===== config.mk =====
export PLATFORM = sky130hd
export DESIGN_NAME = text_link_ctrl
export DESIGN_NICKNAME = d
export VERILOG_FILES = /design/src/rtl/text_link_pkg.sv /design/src/rtl/text_token_delay.sv /design/src/rtl/text_link_ctrl.sv
export SDC_FILE = /design/constraint.sdc
export NUM_CORES = 1
export LEC_CHECK = 0
export BUFFER_PORTS_ARGS = -buffer_cell sky130_fd_sc_hd__buf_2
export CAP_MARGIN = 20
export CORE_ASPECT_RATIO = 0.7
export CORE_UTILIZATION = 45
export CTS_CLUSTER_SIZE = 14
export DETAILED_ROUTE_END_ITERATION = 12
export PLACE_DENSITY = 0.67
export SLEW_MARGIN = 20
export SYNTH_ARGS = -nofsm -noshare
export SYNTH_HDL_FRONTEND = slang
export SYNTH_HIERARCHICAL = 1
export SYNTH_SLANG_ARGS = --single-unit

===== constraint.sdc =====
create_clock -name clk -period 2.3 [get_ports clk]
set_input_delay 0.69 -clock clk [delete_from_list [all_inputs] [get_ports clk]]
set_output_delay 0.69 -clock clk [all_outputs]
set_load 0.03 [all_outputs]

===== src/rtl/text_link_pkg.sv =====
// text_link_pkg: shared state encoding and defaults for the text link sequencer
package text_link_pkg;
    localparam int KEY_W_DEFAULT   = 8;
    localparam int LEN_W_DEFAULT   = 8;
    localparam int DEFAULT_KEY     = 123;
    localparam int KEY_LOAD_CYCLES = 2;
    typedef enum logic [2:0] {IDLE, KEY_LOAD, KEY_WAIT, STREAM, DRAIN, DONE, ERROR} state_t;
endpackage


===== src/rtl/text_token_delay.sv =====
// text_token_delay: fixed-latency token shift line mirroring the link chain latency
module text_token_delay #(
    parameter int DEPTH = 6
) (
    input  logic clk,
    input  logic reset,
    input  logic flush,
    input  logic din,
    output logic dout,
    output logic empty
);
    logic [DEPTH-1:0] sr;
    // shift one stage per cycle; flush discards every token in flight
    always_ff @(posedge clk or negedge reset) begin
        if (!reset) sr <= '0;
        else sr <= flush ? '0 : DEPTH'({sr, din});
    end
    assign dout  = sr[DEPTH-1];
    assign empty = ~|sr;
endmodule


===== src/rtl/text_link_ctrl.sv =====
// text_link_ctrl: key load, cipher init handshake and character metering for the text link
module text_link_ctrl
    import text_link_pkg::*;
#(
    parameter int KEY_W        = KEY_W_DEFAULT,
    parameter int LEN_W        = LEN_W_DEFAULT,
    parameter int PIPE_LAT     = 6,
    parameter int INIT_TIMEOUT = 255
) (
    input  logic             clk,
    input  logic             reset,
    input  logic             start,
    input  logic             abort,
    input  logic [KEY_W-1:0] key_in,
    input  logic [LEN_W-1:0] msg_len,
    input  logic             enc_init_done,
    input  logic             dec_init_done,
    input  logic             sink_ready,
    output logic [KEY_W-1:0] key_out,
    output logic             cipher_rst_n,
    output logic             src_req,
    output logic             sink_valid,
    output logic             busy,
    output logic             done,
    output logic             err_timeout,
    output logic [LEN_W-1:0] char_count
);
    localparam int FL_W = $clog2(PIPE_LAT + 1);
    localparam int TO_W = $clog2(INIT_TIMEOUT + 1);
    localparam int LD_W = $clog2(KEY_LOAD_CYCLES + 1);

    state_t           state;
    logic [LEN_W-1:0] len_q, issued;
    logic [FL_W-1:0]  in_flight;
    logic [TO_W-1:0]  tmo;
    logic [LD_W-1:0]  ld_cnt;
    logic             init_ok, streaming, accept, flush, line_empty;

    assign init_ok   = enc_init_done && dec_init_done;
    assign streaming = state == STREAM || state == DRAIN;
    assign accept    = start && !abort && (state == IDLE || state == ERROR);
    assign flush     = abort || (streaming && !init_ok);
    assign src_req   = state == STREAM && !abort && init_ok && sink_ready &&
                       issued < len_q && in_flight < FL_W'(PIPE_LAT);

    text_token_delay #(.DEPTH(PIPE_LAT)) u_delay (
        .clk   (clk),
        .reset (reset),
        .flush (flush),
        .din   (src_req),
        .dout  (sink_valid),
        .empty (line_empty)
    );

    // sequencer: state plus registered key, cipher reset, busy, done and fault flag
    always_ff @(posedge clk or negedge reset) begin
        if (!reset) begin
            state        <= IDLE;
            key_out      <= '0;
            len_q        <= '0;
            cipher_rst_n <= 1'b0;
            busy         <= 1'b0;
            done         <= 1'b0;
            err_timeout  <= 1'b0;
            tmo          <= '0;
            ld_cnt       <= '0;
        end else begin
            done <= 1'b0;
            if (abort) begin
                state        <= IDLE;
                cipher_rst_n <= 1'b0;
                busy         <= 1'b0;
            end else begin
                case (state)
                    IDLE, ERROR: if (start) begin
                        state       <= KEY_LOAD;
                        key_out     <= key_in;
                        len_q       <= msg_len;
                        ld_cnt      <= '0;
                        busy        <= 1'b1;
                        err_timeout <= 1'b0;
                    end
                    KEY_LOAD: if (ld_cnt == LD_W'(KEY_LOAD_CYCLES - 1)) begin
                        state        <= KEY_WAIT;
                        cipher_rst_n <= 1'b1;
                        tmo          <= '0;
                    end else begin
                        ld_cnt <= ld_cnt + LD_W'(1);
                    end
                    KEY_WAIT: if (init_ok && len_q == '0) begin
                        state        <= DONE;
                        busy         <= 1'b0;
                        cipher_rst_n <= 1'b0;
                        done         <= 1'b1;
                    end else if (init_ok) begin
                        state <= STREAM;
                    end else if (tmo == TO_W'(INIT_TIMEOUT - 1)) begin
                        state        <= ERROR;
                        busy         <= 1'b0;
                        cipher_rst_n <= 1'b0;
                        err_timeout  <= 1'b1;
                    end else begin
                        tmo <= tmo + TO_W'(1);
                    end
                    STREAM: if (!init_ok) begin
                        state        <= ERROR;
                        busy         <= 1'b0;
                        cipher_rst_n <= 1'b0;
                        err_timeout  <= 1'b1;
                    end else if (issued == len_q) begin
                        state <= DRAIN;
                    end
                    DRAIN: if (!init_ok) begin
                        state        <= ERROR;
                        busy         <= 1'b0;
                        cipher_rst_n <= 1'b0;
                        err_timeout  <= 1'b1;
                    end else if (in_flight == '0 && line_empty) begin
                        state        <= DONE;
                        busy         <= 1'b0;
                        cipher_rst_n <= 1'b0;
                        done         <= 1'b1;
                    end
                    default: state <= IDLE;
                endcase
            end
        end
    end

    // issue, in-flight and delivery counters; a new message clears them, a flush empties the pipe
    always_ff @(posedge clk or negedge reset) begin
        if (!reset) begin
            issued     <= '0;
            in_flight  <= '0;
            char_count <= '0;
        end else if (accept) begin
            issued     <= '0;
            in_flight  <= '0;
            char_count <= '0;
        end else begin
            issued     <= issued + LEN_W'(src_req);
            in_flight  <= flush ? '0 : in_flight + FL_W'(src_req) - FL_W'(sink_valid);
            char_count <= char_count + LEN_W'(sink_valid);
        end
    end
endmodule

==> results_dict.tcl, run 1 <==
set metrics [dict create \
    status "complete, but fails checks" \
    failed_checks "negative setup slack" \
    cts.sinks 58 \
    hold_viol_final 0 \
    cts_root_buf "clkbuf_8" \
    synth_top_flop_cell "dfrtp_1" \
    yosys-top-cells-count "dfrtp_1, nand2_1, nor2_1, inv_1, ha_1" \
    fillers 553 \
    synth_mux_area_share_pct 1.03 \
    viasPerCell 5.22 \
    p_leak_nw 1.91 \
    finClkSkew_ns 0.00968 \
    num_vias 2511 \
    yosys_warnings 6 \
    clk_latency_ns 0.35 \
    holdWs_ns 0.318 \
    drive_gt1_share_pct 32.1 \
    cp.required_ns 1.61 \
    final.period_utilization_pct 109 \
    path_class "reg2out" \
    ys_top_cells_by_area "dfrtp_1, ha_1, nand2_1, nor2_1, xnor2_1" \
    maxSlewViolCount 0 \
    relSlewSlack_pct 66.0 \
    ys_ff_latch 58 \
    synth_most_common_cell "dfrtp_1" \
    synth_compound_area_share_pct 11.2 \
    synth_top_family_by_area "simple AND/OR/NAND/NOR gates" \
    grt_pass1_vias 2324 \
    cap_violations 0 \
    synthCells 314 \
    cp-start-kind "register" \
    grt_pass1_wl_mm 11.4 \
    place.gp.congestion 0.919 \
    tightest_slew_ns 0.497 \
    synthSimpleGateAreaFrac_pct 23.1 \
    post_dp_cell_area_um2 3580 \
    routedWlPerCell_um 14.2 \
    layout.nets 427 \
    cts_buffer_depth 2 \
    ys_seq_area_share_pct 47.8 \
    grt_max_degree 38 \
    wl_mm 6.81 \
    num_rows 24 \
    h-tree-depth 3 \
    synth_top_cell_area_share_pct 47.8 \
    drt_iter0_drc 116 \
    synth_edf_count 0 \
    start_util_pct 47.7 \
    port_buffers 44 \
    cp-end-kind "primary output" \
    multiInputGateArea_um2 1640 \
    postSynthAreaPerCell_um2 9.66 \
    ant_nets 0 \
    rsz0062_at_grt "yes" \
    firstDrtPassIters 4 \
    p_per_area_nw_per_um2 999 \
    syn-cell-area_um2 3030 \
    synth_xor_area_share_pct 4.91 \
    cts_hold_buf 0 \
    min_path_type "in2async" \
    pre_cts_slack_ns -0.338 \
    ff_latch_area_um2 1450 \
    synthAdderAreaFrac_pct 8.08 \
    yosysTopAreaCell "dfrtp_1" \
    diodes 0 \
    ios 45 \
    worst-path-max-fanout 4 \
    arrival_ns 1.83 \
    syn-num-nets 356 \
    cts_tree "done" \
    dp_hpwl_mm 4.81 \
    drc 0 \
    die_area_um2 7080 \
    rrSetupSlack_ns -0.19 \
    antenna_found_initial 0 \
    cts_made_buffers 9 \
    design_area_um2 3960 \
    fmax_ghz 0.398 \
    grt_overflow 0 \
    die_h_um 70.7 \
    min_period_ns 2.52 \
    ys_types 50 \
    async_flop_share_pct 100 \
    area_delta_synth_final_pct 30.6 \
    setup_violations 7 \
    fp.coreArea_um2 6370 \
    clkSlewWorstSetupHoldPaths_ns 0.07 \
    die_x_um 100 \
    ir_worst_vdd_uv 372 \
    grt_usage_pct 21.3 \
    finalWorstSetupSlack_ns -0.216 \
]
## critical path: stages, from the launching register on
cell,delay [ns]
dfrtp_1,0.39
inv_2,0.08
ha_4,0.20
nor2b_4,0.12
o21ai_1,0.11
nand2b_1,0.08
a21oi_2,0.16
o211a_4,0.21
buf_6,0.14
## cells by family (layout without fill, tap and decap cells)
logic type	after synthesis	in the layout
adder cells (fa/ha/maj)	19	19
XOR/XNOR	17	17
flip-flops	58	58
AO/OA/AOI/OAI	49	49
buffers and inverters	30	106
multiplexers	3	3
AND/OR/NAND/NOR	138	138
## placed cells by master, fill, tap and decap left out, types with 6 or more instances in the layout
cell / n
clkbuf_8: 11
nand3_1: 10
xnor2_1: 10
dfrtp_1: 57
a21oi_1: 8
xor2_1: 6
nor2b_1: 8
buf_4: 23
inv_1: 17
ha_1: 14
o21ai_0: 15
buf_2: 43
nor2_1: 29
nand2_1: 44
## where the power goes
group / internal (W) / switching, W / leakage (nW) / total [W]
Combinational: 0.000574 / 0.000905 / 1.02 / 0.00148
Sequential: 0.00125 / 0.000146 / 0.773 / 0.00139
Clock: 0.000669 / 0.000415 / 0.117 / 0.00108
Total: 0.00249 / 0.00147 / 1.91 / 0.00396
## registers in the layout, indices dropped and copies added, names as in the netlist
name	flops
done	1
cipher_rst_n	1
len_q	8
char_count	8
in_flight	3
u_delay/sr	6
issued	8
tmo	8
err_timeout	1
key_out	8
ld_cnt	2
state	3
busy	1
## path summary, 6_finish.rpt
check / start / end / cells past startpoint
min in group clk: key_out[3] / key_out[3] / 2
worst min register to register: key_out[3] / key_out[3] / 2
max in group asynchronous: reset / u_delay/sr[5] / 2
worst min-delay path: reset / done / 1
worst max-delay path: len_q[1] / src_req / 8
worst max register to register: u_delay/sr[4] / state[2] / 7
## metrics by stage
stage          util [%]  power [W]  std cells  TNS, ns
2_1_floorplan         -    0.00232        314    -1.90
3_3_place_gp       56.3    0.00272        461    -1.94
3_5_place_dp       56.3    0.00275        461    -2.60
4_1_cts            60.7    0.00392        478   -0.605
5_1_grt            62.2    0.00422        481    -1.44
6_report           62.2    0.00396        481   -0.718
## per-layer routing
layer	vias up	part of all wire, %	global-route usage, %
li1	1222	-	-
met1	1208	51	31.1
met2	70	42	29.2
met3	11	5.5	7.41
met4	0	1.5	7.57
met5	-	0	0
## area by class of cell
| class | count | share of cell area (%) |
|---|---|---|
| well taps | 91 | 2.87 |
| clock inverters | 4 | 1.86 |
| flip-flops and latches | 58 | 36.7 |
| repair buffers | 71 | 11.4 |
| multi-input cells | 226 | 41.5 |
| inverters | 19 | 1.80 |
| clock buffers | 12 | 3.92 |
## repair_timing
action / 4_1_cts / 5_1_grt
buffers inserted: 2 / 4
endpoints found under the setup margin: 10 / 10
pin swaps: 8 / 15
gates resized for setup: 12 / 15
hold endpoints to repair: 0 / 0
Note: power is estimated with default switching activity, not from simulation.
==> inputs of run 2 (changes only) <==
clock period = 2.29 ns   (was 2.3 ns; I/O delays follow)
==> run 2 against run 1 <==
Non-clock buffer count rose by 2. Clock power barely moved. The run still ends with negative setup slack left. Critical endpoint unchanged. Largest cell class unchanged. Clock-buffer cell count did not move.
==> results_dict.tcl, run 2 (synthesis results as in run 1) <==
set metrics [dict create \
    fp.coreArea_um2 6370 \
    routedWlPerCell_um 14.1 \
    ant_nets 0 \
    arrival_ns 1.86 \
    worst-path-max-fanout 2 \
    ios 45 \
    grt_overflow 0 \
    firstDrtPassIters 4 \
    finalWorstSetupSlack_ns -0.260 \
    fmax_ghz 0.392 \
    relSlewSlack_pct 63.6 \
    status "complete, but fails checks" \
    die_x_um 100 \
    viasPerCell 5.11 \
    cts_tree "done" \
    grt_max_degree 38 \
    rsz0062_at_grt "yes" \
    dp_cells 462 \
    die_h_um 70.7 \
    h-tree-depth 3 \
    finClkSkew_ns 0.00772 \
    setup_violations 11 \
    cts_made_buffers 9 \
    clk_latency_ns 0.34 \
    crit_path_top_delay_cell "dfrtp_1" \
    grt_pass1_vias 2256 \
    min_path_type "in2async" \
    p_per_area_nw_per_um2 993 \
    tightest_slew_ns 0.532 \
    pre_cts_slack_ns -0.282 \
    final_cells 483 \
    total_power_w 0.00400 \
    path_class "reg2out" \
    num_rows 24 \
    cts_hold_buf 0 \
    cts_root_buf "clkbuf_8" \
    cp.required_ns 1.60 \
    diodes 0 \
    crit_chain "inv_2 -> ha_4 -> nor2b_4 -> o21ai_1 -> nand2b_1 -> a21oi_2 -> o211a_4 -> buf_6" \
    final_cell_mix "dfrtp_1, nand2_1, buf_2" \
    cp-start-kind "register" \
    drive_gt1_share_pct 33.9 \
    min_period_ns 2.55 \
    antenna_found_initial 0 \
    dp_hpwl_mm 4.71 \
    port_buffers 44 \
    drt_iter0_drc 94 \
    slowest_delay_ns 0.39 \
    final_common_cell "dfrtp_1" \
    hold_viol_final 0 \
    grt_usage_pct 20.4 \
    place.gp.congestion 0.940 \
    final.period_utilization_pct 111 \
    cap_violations 0 \
    area_delta_synth_final_pct 32.8 \
    cp-end-kind "primary output" \
    cts_buffer_depth 2 \
    layout.nets 429 \
    start_util_pct 47.7 \
    finalSetupTns_ns -1.40 \
    failed_checks "negative setup slack" \
    grt_pass1_wl_mm 10.9 \
    drc 0 \
    cts.sinks 58 \
    fillers 533 \
    ir_worst_vdd_uv 390 \
    maxSlewViolCount 0 \
    p_leak_nw 1.93 \
    num_vias 2469 \
    clkSlewWorstSetupHoldPaths_ns 0.06 \
    die_area_um2 7080 \
    wl_mm 6.83 \
]
[run 2: metrics by stage]
step                instance area (µm²)  hold WS [ns]  util, %
finish                             4030         0.319     63.3
detailed placement                 3590         0.457     56.4
global route                       4030         0.353     63.3
CTS                                3890         0.326     61.1
global placement                   3590         0.453     56.4
floorplan                          3110         0.391        -
[run 2: final cells by class]
| cell class | count | area, µm² | share of cell area [%] |
|---|---|---|---|
| Timing Repair Buffer | 73 | 468 | 11.6 |
| Multi-Input combinational cell | 226 | 1690 | 42.0 |
| Clock inverter | 4 | 73.8 | 1.83 |
| Inverter | 19 | 71.3 | 1.77 |
| Tap cell | 91 | 114 | 2.83 |
| Clock buffer | 12 | 155 | 3.85 |
| Sequential cell | 58 | 1450 | 36.1 |
[run 2: critical path: cells and delay by family, from the launching register on]
family | cells | cell delay, ns
simple gates | 2 | 0.20
flops | 1 | 0.39
buf+inv | 2 | 0.22
compound gates | 3 | 0.50
fa+ha+maj | 1 | 0.20
[run 2: path summary, 6_finish.rpt]
| kind | start | endpoint | slack [ns] | depth (start not counted) |
|---|---|---|---|---|
| worst max-delay path | len_q[1] | src_req | -0.26 | 8 |
| worst min-delay path | reset | issued[3] | 0.32 | 1 |
| worst max register to register | len_q[1] | issued[6] | -0.19 | 15 |
| worst min register to register | key_out[2] | key_out[2] | 0.47 | 2 |
| max in group asynchronous | reset | u_delay/sr[5] | 1.40 | 2 |
| min in group clk | key_out[2] | key_out[2] | 0.47 | 2 |
[run 2: what timing repair did]
item | 4_1_cts | 5_1_grt
endpoints found under the setup margin | 11 | 13
hold endpoints to repair | 0 | 0
pin swaps | 8 | 9
gates resized for setup | 14 | 21
setup buffers | 3 | 3
[run 2: metal layers]
| layer | share of wire [%] | vias up | global-route usage (%) |
|---|---|---|---|
| li1 | - | 1230 | - |
| met1 | 52 | 1177 | 30.6 |
| met2 | 43 | 54 | 27.1 |
| met3 | 4.5 | 8 | 6.42 |
| met4 | 1.3 | 0 | 8.37 |
| met5 | 0 | - | 0 |
[run 2: power breakdown]
part | leakage [nW] | switching [W] | internal, W
logic | 1.04 | 0.000933 | 0.000592
clock network | 0.117 | 0.000403 | 0.000672
registers | 0.773 | 0.000143 | 0.00125
==> inputs of run 3 (changes only) <==
PLACE_DENSITY = 0.64   (was 0.67)
clock period = 2.5 ns   (was 2.29 ns; I/O delays follow)
==> run 3 against run 2 <==
The flow still finishes with violations (negative setup slack). Register-to-register slack gained 0.25 ns. Clock power shrank 22%. Sequential power shrank 9%. Non-clock buffer count shrank 9. Design area shrank 6.0%.
==> results_dict.tcl, run 3 (synthesis results as in run 1) <==
set metrics [dict create \
    final_common_cell "dfrtp_1" \
    grt_pass1_wl_mm 11.3 \
    h-tree-depth 3 \
    wl_mm 6.61 \
    power.switching_w 0.00127 \
    antenna_found_initial 0 \
    failed_checks "negative setup slack" \
    crit-reg2reg-launch "u_delay/sr[4]" \
    cap_violations 0 \
    dp_cells 456 \
    clkSlewWorstSetupHoldPaths_ns 0.06 \
    startpoint "enc_init_done" \
    p_clk_share_pct 24.8 \
    die_h_um 70.7 \
    ios 45 \
    tightest_slew_ns 0.535 \
    final_cells 472 \
    cp.required_ns 1.75 \
    num_vias 2456 \
    swShare_pct 37.5 \
    cts.sinks 58 \
    place.gp.congestion 0.900 \
    cts_made_buffers 9 \
    cts_tree "done" \
    diodes 0 \
    num_rows 24 \
    grt_usage_pct 20.6 \
    path_class "in2out" \
    rsz0062_at_grt "yes" \
    finClkSkew_ns 0.00524 \
    p_leak_nw 1.84 \
    clk_latency_ns 0.32 \
    cts_root_buf "clkbuf_8" \
    cts_buffer_depth 2 \
    multiInputGateArea_um2 1570 \
    final_cell_mix "dfrtp_1, nand2_1, buf_2" \
    routedWlPerCell_um 14.0 \
    port_buffers 44 \
    status "complete, but fails checks" \
    relSlewSlack_pct 63.4 \
    grt_pass1_vias 2366 \
    total_power_w 0.00338 \
    ir_worst_vdd_uv 474 \
    p_int_w 0.00211 \
    area_delta_synth_final_pct 24.9 \
    die_x_um 100 \
    grt_max_degree 59 \
    maxSlewViolCount 0 \
    hold_viol_final 0 \
    viasPerCell 5.20 \
    drive_gt1_share_pct 28.1 \
    fp.coreArea_um2 6370 \
    start_util_pct 47.7 \
    min_period_ns 2.60 \
    fmax_ghz 0.385 \
    arrival_ns 1.85 \
    drt_iter0_drc 155 \
    ff_latch_area_um2 1450 \
    layout.nets 420 \
    min_path_type "in2async" \
    setup_violations 1 \
    finalWorstSetupSlack_ns -0.0986 \
    grt_overflow 0 \
    die_area_um2 7080 \
    p_per_area_nw_per_um2 893 \
    drc 0 \
    utilization_pct 59.5 \
    final.period_utilization_pct 104 \
    dp_hpwl_mm 4.63 \
    fillers 578 \
    ant_nets 0 \
    cp-end-kind "primary output" \
    p_comb_share_pct 37.3 \
    power_frac_seq_pct 37.9 \
    cp-start-kind "primary input" \
    worst-path-max-fanout 4 \
    firstDrtPassIters 4 \
]
[run 3: worst max-delay path, stage by stage]
cell	delay [ns]
buf_2	0.09
and2_4	0.14
nand4_1	0.14
nor4b_2	0.34
o211a_4	0.25
buf_6	0.14
[run 3: final cells by class]
cell class              count  area share, %
well taps                  91           3.01
inverters                  19           1.88
multi-input cells         226           41.5
clock inverters             3           1.06
flip-flops and latches     58           38.3
clock buffers              11           4.00
repair buffers             64           10.3
[run 3: worst paths after layout]
kind                                   end  slack, ns  cells after the start
worst max-delay path               src_req       -0.1                      6
worst min-delay path              len_q[5]       0.42                      2
worst max register to register    state[2]       0.06                      7
worst min register to register  key_out[7]       0.47                      2
max in group asynchronous           tmo[0]       1.82                      2
min in group clk                key_out[7]       0.47                      2
[run 3: per-layer routing]
layer / global-route usage, % / vias to the layer above / routed length (µm) / share of wire, %
li1: - / 1205 / - / -
met1: 30.4 / 1178 / 3340 / 51
met2: 28.8 / 65 / 2810 / 43
met3: 6.92 / 8 / 399 / 6.0
met4: 5.80 / 0 / 61 / 0.92
met5: 0 / - / 0 / 0
[run 3: power groups by stage]
| stage | logic [W] | clock network, W | registers (W) |
|---|---|---|---|
| final | 0.00126 | 0.000840 | 0.00128 |
| after global routing | 0.00141 | 0.000904 | 0.00131 |
| after CTS | 0.00125 | 0.000865 | 0.00128 |
| after detailed placement | 0.00123 | 0 | 0.00129 |
| after global placement | 0.00121 | 0 | 0.00129 |
| after floorplan | 0.000688 | 0 | 0.00144 |
[run 3: what timing repair did]
| item | CTS | global route |
|---|---|---|
| buffers inserted | 0 | 2 |
| endpoints found under the setup margin | 2 | 4 |
| gates resized for setup | 9 | 2 |
| pin swaps | 3 | 3 |
| hold buffers | 0 | 0 |
[run 3: metrics by stage]
step	TNS, ns	hold slack (ns)	setup slack, ns	instance area, µm²
after global placement	-0.602	0.456	-0.209	3540
after CTS	-0.135	0.421	-0.135	3760
after floorplan	-0.759	0.454	-0.170	3110
after global routing	-0.220	0.448	-0.189	3790
final	-0.0986	0.416	-0.0986	3790
after detailed placement	-0.825	0.460	-0.225	3540
